$ cat config.mk
export PLATFORM = sky130hd
export DESIGN_NAME = accumulator_16_bit
export DESIGN_NICKNAME = d
export VERILOG_FILES = /design/src/rtl/accumulator_16_bit.sv
export SDC_FILE = /design/constraint.sdc
export NUM_CORES = 1
export LEC_CHECK = 0
export BUFFER_PORTS_ARGS = -buffer_cell sky130_fd_sc_hd__buf_2
export CELL_PAD_IN_SITES_DETAIL_PLACEMENT = 1
export CELL_PAD_IN_SITES_GLOBAL_PLACEMENT = 1
export CORE_ASPECT_RATIO = 1.75
export CORE_MARGIN = 10
export CORE_UTILIZATION = 36
export CTS_CLUSTER_DIAMETER = 30
export DETAILED_ROUTE_END_ITERATION = 10
export PLACE_DENSITY_LB_ADDON = 0.1
export SLEW_MARGIN = 20
export SYNTH_ARGS = -nofsm -noshare
export SYNTH_HDL_FRONTEND = slang
export SYNTH_HIERARCHICAL = 1
export SYNTH_SLANG_ARGS = --single-unit
$ cat constraint.sdc
create_clock -name clk -period 4.5 [get_ports clk]
set_input_delay 0.9 -clock clk [delete_from_list [all_inputs] [get_ports clk]]
set_output_delay 0.9 -clock clk [all_outputs]
set_load 0.02 [all_outputs]
$ cat src/rtl/accumulator_16_bit.sv
// accumulator_16_bit: 16-bit running-total accumulator fed by 8-bit operands
// over a valid/ready handshake. A single 8-bit ripple-carry adder is shared
// between the low-byte add and the high-byte carry add, with the carry held
// in a register between the two steps.
//
// Optional feature: define ACC_SATURATE_EN to clamp the total at 16'hFFFF
// instead of wrapping. Without it the total wraps modulo 2^16.

// Plain 8-bit ripple-carry adder, no carry-in, carry-out on c8.
module ripple_carry_adder_8_bit (
  input  logic [7:0] a,
  input  logic [7:0] b,
  output logic [7:0] sum,
  output logic       c8
);

  logic [8:0] carry;

  // Chain of full adders, carry rippling from bit 0 upward.
  always_comb begin
    carry    = '0;
    sum      = '0;
    carry[0] = 1'b0;
    for (int i = 0; i < 8; i++) begin
      sum[i]       = a[i] ^ b[i] ^ carry[i];
      carry[i + 1] = (a[i] & b[i]) | (a[i] & carry[i]) | (b[i] & carry[i]);
    end
    c8 = carry[8];
  end

endmodule

module accumulator_16_bit #(
  parameter int COUNT_W = 8
) (
  input  logic               clk,
  input  logic               rst_n,
  input  logic               clr,
  input  logic               in_valid,
  output logic               in_ready,
  input  logic [7:0]         din,
  output logic [15:0]        acc,
  output logic [COUNT_W-1:0] count,
  output logic               overflow,
  output logic               busy
);

  typedef enum logic [1:0] {
    IDLE   = 2'd0,
    ADD_LO = 2'd1,
    ADD_HI = 2'd2
  } state_t;

  state_t             state_q, state_d;
  logic [15:0]        acc_q, acc_d;
  logic [7:0]         op_q, op_d;
  logic               carry_r_q, carry_r_d;
  logic [COUNT_W-1:0] count_q, count_d;
  logic               overflow_q, overflow_d;

  logic [7:0]         adder_a;
  logic [7:0]         adder_b;
  logic [7:0]         adder_sum;
  logic               adder_c8;

  // Shared adder: low byte plus operand in ADD_LO, high byte plus the
  // registered carry in ADD_HI.
  always_comb begin
    adder_a = acc_q[7:0];
    adder_b = op_q;
    if (state_q == ADD_HI) begin
      adder_a = acc_q[15:8];
      adder_b = {7'b0, carry_r_q};
    end
  end

  ripple_carry_adder_8_bit u_adder (
    .a   (adder_a),
    .b   (adder_b),
    .sum (adder_sum),
    .c8  (adder_c8)
  );

  // Next-state logic: clear wins over everything, then the three-step
  // accept / low add / high add sequence.
  always_comb begin
    state_d    = state_q;
    acc_d      = acc_q;
    op_d       = op_q;
    carry_r_d  = carry_r_q;
    count_d    = count_q;
    overflow_d = overflow_q;

    if (clr) begin
      state_d    = IDLE;
      acc_d      = 16'h0000;
      carry_r_d  = 1'b0;
      count_d    = '0;
      overflow_d = 1'b0;
    end else begin
      case (state_q)
        IDLE: begin
          if (in_valid) begin
            op_d    = din;
            state_d = ADD_LO;
          end
        end
        ADD_LO: begin
          acc_d[7:0] = adder_sum;
          carry_r_d  = adder_c8;
          state_d    = ADD_HI;
        end
        ADD_HI: begin
          acc_d[15:8] = adder_sum;
          count_d     = count_q + COUNT_W'(1);
          if (adder_c8) begin
            overflow_d = 1'b1;
`ifdef ACC_SATURATE_EN
            acc_d      = 16'hFFFF;
`endif
          end
          state_d = IDLE;
        end
        default: begin
          state_d = IDLE;
        end
      endcase
    end
  end

  // State and datapath registers, asynchronously reset to an empty total.
  always_ff @(posedge clk or negedge rst_n) begin
    if (!rst_n) begin
      state_q    <= IDLE;
      acc_q      <= 16'h0000;
      op_q       <= 8'h00;
      carry_r_q  <= 1'b0;
      count_q    <= '0;
      overflow_q <= 1'b0;
    end else begin
      state_q    <= state_d;
      acc_q      <= acc_d;
      op_q       <= op_d;
      carry_r_q  <= carry_r_d;
      count_q    <= count_d;
      overflow_q <= overflow_d;
    end
  end

  // An operand is only taken in IDLE, and never in a clearing cycle.
  always_comb begin
    in_ready = (state_q == IDLE) && !clr;
    busy     = (state_q != IDLE);
  end

  assign acc      = acc_q;
  assign count    = count_q;
  assign overflow = overflow_q;

endmodule

* Word level (Yosys, flattened, before mapping)
Index checks and enable logic that the tools add are counted.
** Storage, ports and cells
- Register bits after elaboration :: 36
- Bits of input ports :: 12
- Output and inout bits :: 27
- Logic and storage cells :: 87
** Operators by class
- $add $sub $neg :: 1
- Equal/unequal tests :: 3
- Muxes and demuxes :: 15
- Bitwise logic cells :: 52
- Reductions and logical operators :: 9
** Operators with widths (number)
- two-way mux 8 bit :: 6
- AND 1 bit :: 22
- two-way mux 16 bit :: 1
- bitwise XOR 1 bit :: 15
- bitwise OR 1 bit :: 14
- adder 8 x 1 -> 8 bit (second input constant) :: 1
- nonzero test 2 bit :: 4
- two-way mux 1 bit :: 5
- two-way mux 2 bit :: 2
- case mux 2 bit (2 select lines) :: 1
- != test 3 bit (second input constant) :: 1
- AND reduction 3 bit :: 1
- equality test 2 x 1 -> 1 bit (second input constant) :: 1
- equality test 2 bit (second input constant) :: 1
- zero test 2 bit :: 1
- AND reduction 2 bit :: 1
- logical AND 1 bit :: 1
- zero test 1 bit :: 1
- inverter 1 bit :: 1

* Longest topological paths before layout
- Word-level depth :: 27
- Gate-level depth with buffers :: 17
- Depth with buffers taken out :: 15

* Cells and area by module
The synthesis kept the hierarchy.
** By module, submodules not included
- accumulator_16_bit :: instances 1, cells an instance 181, area an instance 1644.1 um2, seq. area each 900.9 um2
- ripple_carry_adder_8_bit :: instances 1, cells an instance 13, area an instance 171.4 um2, seq. area each 0.0 um2

* Least setup slack after synthesis
OpenSTA, ideal clock, no wires.
- Path type :: flip-flop to flip-flop
- Start :: reg state_q[0]
- End :: reg acc_q[7] (netlist: acc[7])
- Setup time :: 0.078 ns
- Arrival :: 4.144 ns
- Data required time :: 4.422 ns
- Setup slack :: 0.278 ns
- Stages on the path, launching flop included :: 18
- Buffers on the path :: 2
- Period minus slack after synthesis :: 4.222 ns
- Path through :: dfrtp_1 > nand2b_1 > buf_2 > buf_2 > nand2_1 > nand2_1 > ha_1 > fa_1 > fa_1 > fa_1 > fa_1 > fa_1 > fa_1 > inv_1 > fa_1 > inv_1 > nand2_1 > a21oi_1
** Between the ends
- Cells in the longest elaborated chain, start to end :: 24
- Elaborated cells between the ends (all ways) :: 40
- Classes of those cells :: eq/ne (2); mux (4); bitwise (33); reduce/logical (1)
** RTL lines
- start, declared :: RTL line 54 : state_t state_q, state_d;
- start signal, assigned :: RTL line 141 : state_q <= state_d;
- equality test 2 bit (*) :: RTL line 71 : if (state_q == ADD_HI) begin
- two-way mux 8 bit (*) :: RTL line 71
- named net adder_a[0] :: RTL line 61 : logic [7:0] adder_a;
- AND 1 bit (*) :: RTL line 26 : carry[i + 1] = (a[i] & b[i]) | (a[i] & carry[i]) | (b[i] & carry[i]);
- AND 1 bit :: RTL line 26
- bitwise OR 1 bit :: RTL line 26
- bitwise OR 1 bit (*) :: RTL line 26
- AND 1 bit :: RTL line 26
- [... 10 more ...]
- bitwise OR 1 bit (*) :: RTL line 26
- AND 1 bit :: RTL line 26
- bitwise OR 1 bit :: RTL line 26
- bitwise OR 1 bit (*) :: RTL line 26
- bitwise XOR 1 bit (*) :: RTL line 25 : sum[i] = a[i] ^ b[i] ^ carry[i];
- named net adder_sum[7] :: RTL line 63 : logic [7:0] adder_sum;
- two-way mux 8 bit (*) :: RTL line 101 : case (state_q)
- two-way mux 16 bit (*) :: RTL line 94 : if (clr) begin
- end signal, assigned :: RTL line 135 : acc_q <= 16'h0000;
- end signal, assigned :: RTL line 142 : acc_q <= acc_d;
- end, declared :: RTL line 55 : logic [15:0] acc_q, acc_d;
The timed path passes the listed nets; every way through them passes the cells marked *. The select of a mux whose other input is x is not followed.
A chain may end at the register's enable or synchronous reset.

* Worst setup path in the final report
- Start :: reg state_q[1]
- End :: reg acc_q[7] (netlist: acc[7])
** Between the ends
- Cells in the longest elaborated chain, start to end :: 24
- Elaborated cells between the ends (all ways) :: 40
- Classes of those cells :: eq/ne (2); mux (4); bitwise (33); reduce/logical (1)
** RTL lines
- equality test 2 bit (*) :: RTL line 71
- two-way mux 8 bit (*) :: RTL line 71
- named net adder_b[0] :: RTL line 62 : logic [7:0] adder_b;
- AND 1 bit (*) :: RTL line 26
- AND 1 bit :: RTL line 26
- bitwise OR 1 bit :: RTL line 26
- bitwise OR 1 bit (*) :: RTL line 26
- AND 1 bit :: RTL line 26
- [... 10 more ...]
- bitwise OR 1 bit (*) :: RTL line 26
- AND 1 bit :: RTL line 26
- bitwise OR 1 bit :: RTL line 26
- bitwise OR 1 bit (*) :: RTL line 26
- bitwise XOR 1 bit (*) :: RTL line 25
- named net adder_sum[7] :: RTL line 63
- two-way mux 8 bit (*) :: RTL line 101
- two-way mux 16 bit (*) :: RTL line 94
Marked as above.

==> impl_metrics.ini <==
[clock_network]
cts_tree = built
clock_path_buffers = 2
hold_buffers = 0
clkTransAtPathRegs_ns = 0.07
root_buffer = clkbuf_8
ctsResizeCount = 0
clkLatencyLatePin_ns = 0.29
post-cts-setup-buffer-count = 0
cts_sinks = 36
htree_levels = 2
numCtsBuffers = 5

[route]
drc = 0
vias = 1484
first_pass_iters = 6
ant_nets = 0
totalWireLength_um = 4949
wl_per_cell_um = 17.24
drt-initial-drc-count = 53
post_drt_via_cell_ratio = 5.171

[yosys]
netlist_top_cells_area = dfrtp_1 (50%), nand2_1 (13%), fa_1 (7.7%)
synth.distinct_cells = 26
yosys_warnings = 6
syn_nets = 215
yosysTopAreaCellShare_pct = 49.62
synth_flop_cell = dfrtp_1
syn_inst = 194
ys_ff_latch = 36
synth_edf_count = 0
synth_area_um2 = 1815
yosysTopAreaCell = dfrtp_1
async_flop_share_pct = 100.0
postSynthAreaPerCell_um2 = 9.358
synth_sequential_area_ratio_pct = 49.62

[die]
core_um2 = 4935
fp.dieW_um = 73.68
die_h_um = 113.9
dieArea_um2 = 8395
initial_utilization_pct = 36.79
rows = 34
ioPinCount = 39

[sta]
setup_violations = 0
rsz0062_at_grt = false
max_freq_mhz = 233.6
fin_skew_ns = 0.007019
period_minus_slack_ns = 4.280
finalCritPeriodShare_pct = 95.11
hold_ws_ns = 0.4962
finalHoldViolCount = 0
relSlewSlack_pct = 43.18
worstMarginPinSlew_ns = 0.8524
tns_ns = 0
drv_slew = 0

[power_and_ir_drop]
clkPwrFrac_pct = 31.6
power.density_nw_per_um2 = 351.5
p_sw_share_pct = 29.28
power_leakage_nw = 1.063
p_int_mw = 0.5346
p_seq_share_pct = 48.4
comb_power_share_pct = 20.0
power_switching_mw = 0.2213
max-vdd-ir-drop_mv = 0.1917

[setup_path]
path_depth = 15
cp.arrival_ns = 4.49
crit_path_end_kind = flip-flop
cp_max_fo = 8
crit_top_cell = fa_1
critPathMaxStageDelay_ns = 0.47
cp_slowest_cell = dfrtp_1
crit_required_ns = 4.71
rr_worst_depth = 15
critPathBufInv = 2
worstSetupStartpointType = flip-flop
path_cells = nor2b_1 > nand2_1 > nand2_1 > ha_1 > fa_1 > fa_1 > fa_1 > fa_1 > fa_1 > fa_1 > inv_1 > fa_1 > inv_1 > nand2_1 > a21oi_1
critical_path_class = reg2reg
crit_family = adder cells

[global_route]
grt.total_usage_pct = 11.99
antenna_found_initial = 0
grt_pass1_wl_um = 7955
grt_max_degree = 37
grt-ovfl-total = 0
grt_pass1_vias = 1666

[placed_design]
hpwl_um = 3742
globalplace.congestion = 0.8142
numPortBuffers = 38

[hold_path]
holdPathStages = 2
min_path_type = reg2reg

[outcome]
status = finished clean

[final_layout]
num_antenna_cells = 0
num-nets-final = 253
drive_gt1_share_pct = 25.32
area_growth_pct = 18.47

[run]
drv_cap = 0
-- tightest hold or removal path, cell delays in order (launching register included) --
cell and delay [ns]:
dfrtp_1 0.35, a21oi_1 0.04, nor2_1 0.07
-- cells by family after synthesis --
group                    count (synthesis)  share of synthesized area (%)
flip-flops                              36                          49.62
multiplexers                             9                          5.583
adder cells (fa/ha/maj)                  9                          9.097
buffers and inverters                   17                          3.997
AND/OR/NAND/NOR                         94                          23.02
AO/OA/AOI/OAI                           27                          7.719
XOR/XNOR                                 2                         0.9650
-- final cells by class --
type | instances | area (µm²)
fillers | 586 | 2784
flip-flops and latches | 36 | 900.9
multi-input cells | 141 | 849.6
repair buffers | 42 | 220.2
clock buffers | 8 | 90.09
well taps | 54 | 67.56
inverters | 6 | 22.52
-- layer usage --
metal | GRT usage (%) | part of all wire, % | vias to the layer above
li1 | - | - | 699
met3 | 3.304 | 5.1 | 5
met5 | 0 | 0 | -
met2 | 23.12 | 58 | 38
met4 | 2.996 | 1.2 | 0
met1 | 11.76 | 35 | 742
-- cells in the final DEF, fill, tap and decap left out, types with 3 or more instances in the layout --
cell type,synthesis,routed
fa_1,7,7
and2_1,8,8
nand2_1,64,64
dfrtp_1,36,36
buf_4,1,4
a21oi_1,23,23
nor2_1,5,5
clkbuf_8,0,6
buf_2,4,38
nor2b_1,3,3
mux2_2,9,9
inv_1,6,6
-- final timing paths --
kind                       startpoint  endpoint  slack [ns]
hold / removal               overflow  overflow        0.50
setup / recovery           state_q[1]    acc[7]        0.22
setup reg to reg           state_q[1]    acc[7]        0.22
min in group asynchronous       rst_n  count[4]        0.72
hold reg to reg              overflow  overflow        0.50
max in group asynchronous       rst_n    acc[5]        3.24
-- power by group through the flow --
stage / logic [mW] / registers (mW) / clock network, mW
floorplan: 0.0903 / 0.378 / 0
global placement: 0.145 / 0.372 / 0
detailed placement: 0.154 / 0.372 / 0
CTS: 0.154 / 0.366 / 0.252
global route: 0.169 / 0.369 / 0.264
finish: 0.151 / 0.366 / 0.239
-- flip-flops by register name, summed over array words and instances (netlist names) --
name,cells
acc,16
carry_r_q,1
count,8
op_q,8
overflow,1
state_q,2
-- metrics by stage --
step           area, µm²  util, %  total power, mW  setup WS [ns]  std cells
2_1_floorplan       1815        -           0.4686         0.2780        194
3_3_place_gp        2053    41.61           0.5167         0.3180        279
3_5_place_dp        2053    41.61           0.5260         0.1371        279
4_1_cts             2143    43.43           0.7724         0.1137        287
5_1_grt             2151    43.59           0.8023        0.06365        287
6_report            2151    43.59           0.7560         0.2199        287
-- synth_stat cells, types with 3 or more instances --
cell type,n
buf_2,4
and2_1,8
clkbuf_1,4
nand2_1,64
a21oi_1,23
fa_1,7
dfrtp_1,36
nor2_1,5
inv_1,6
mux2_2,9
nor2b_1,3
Note: power is estimated with default switching activity, not from simulation.
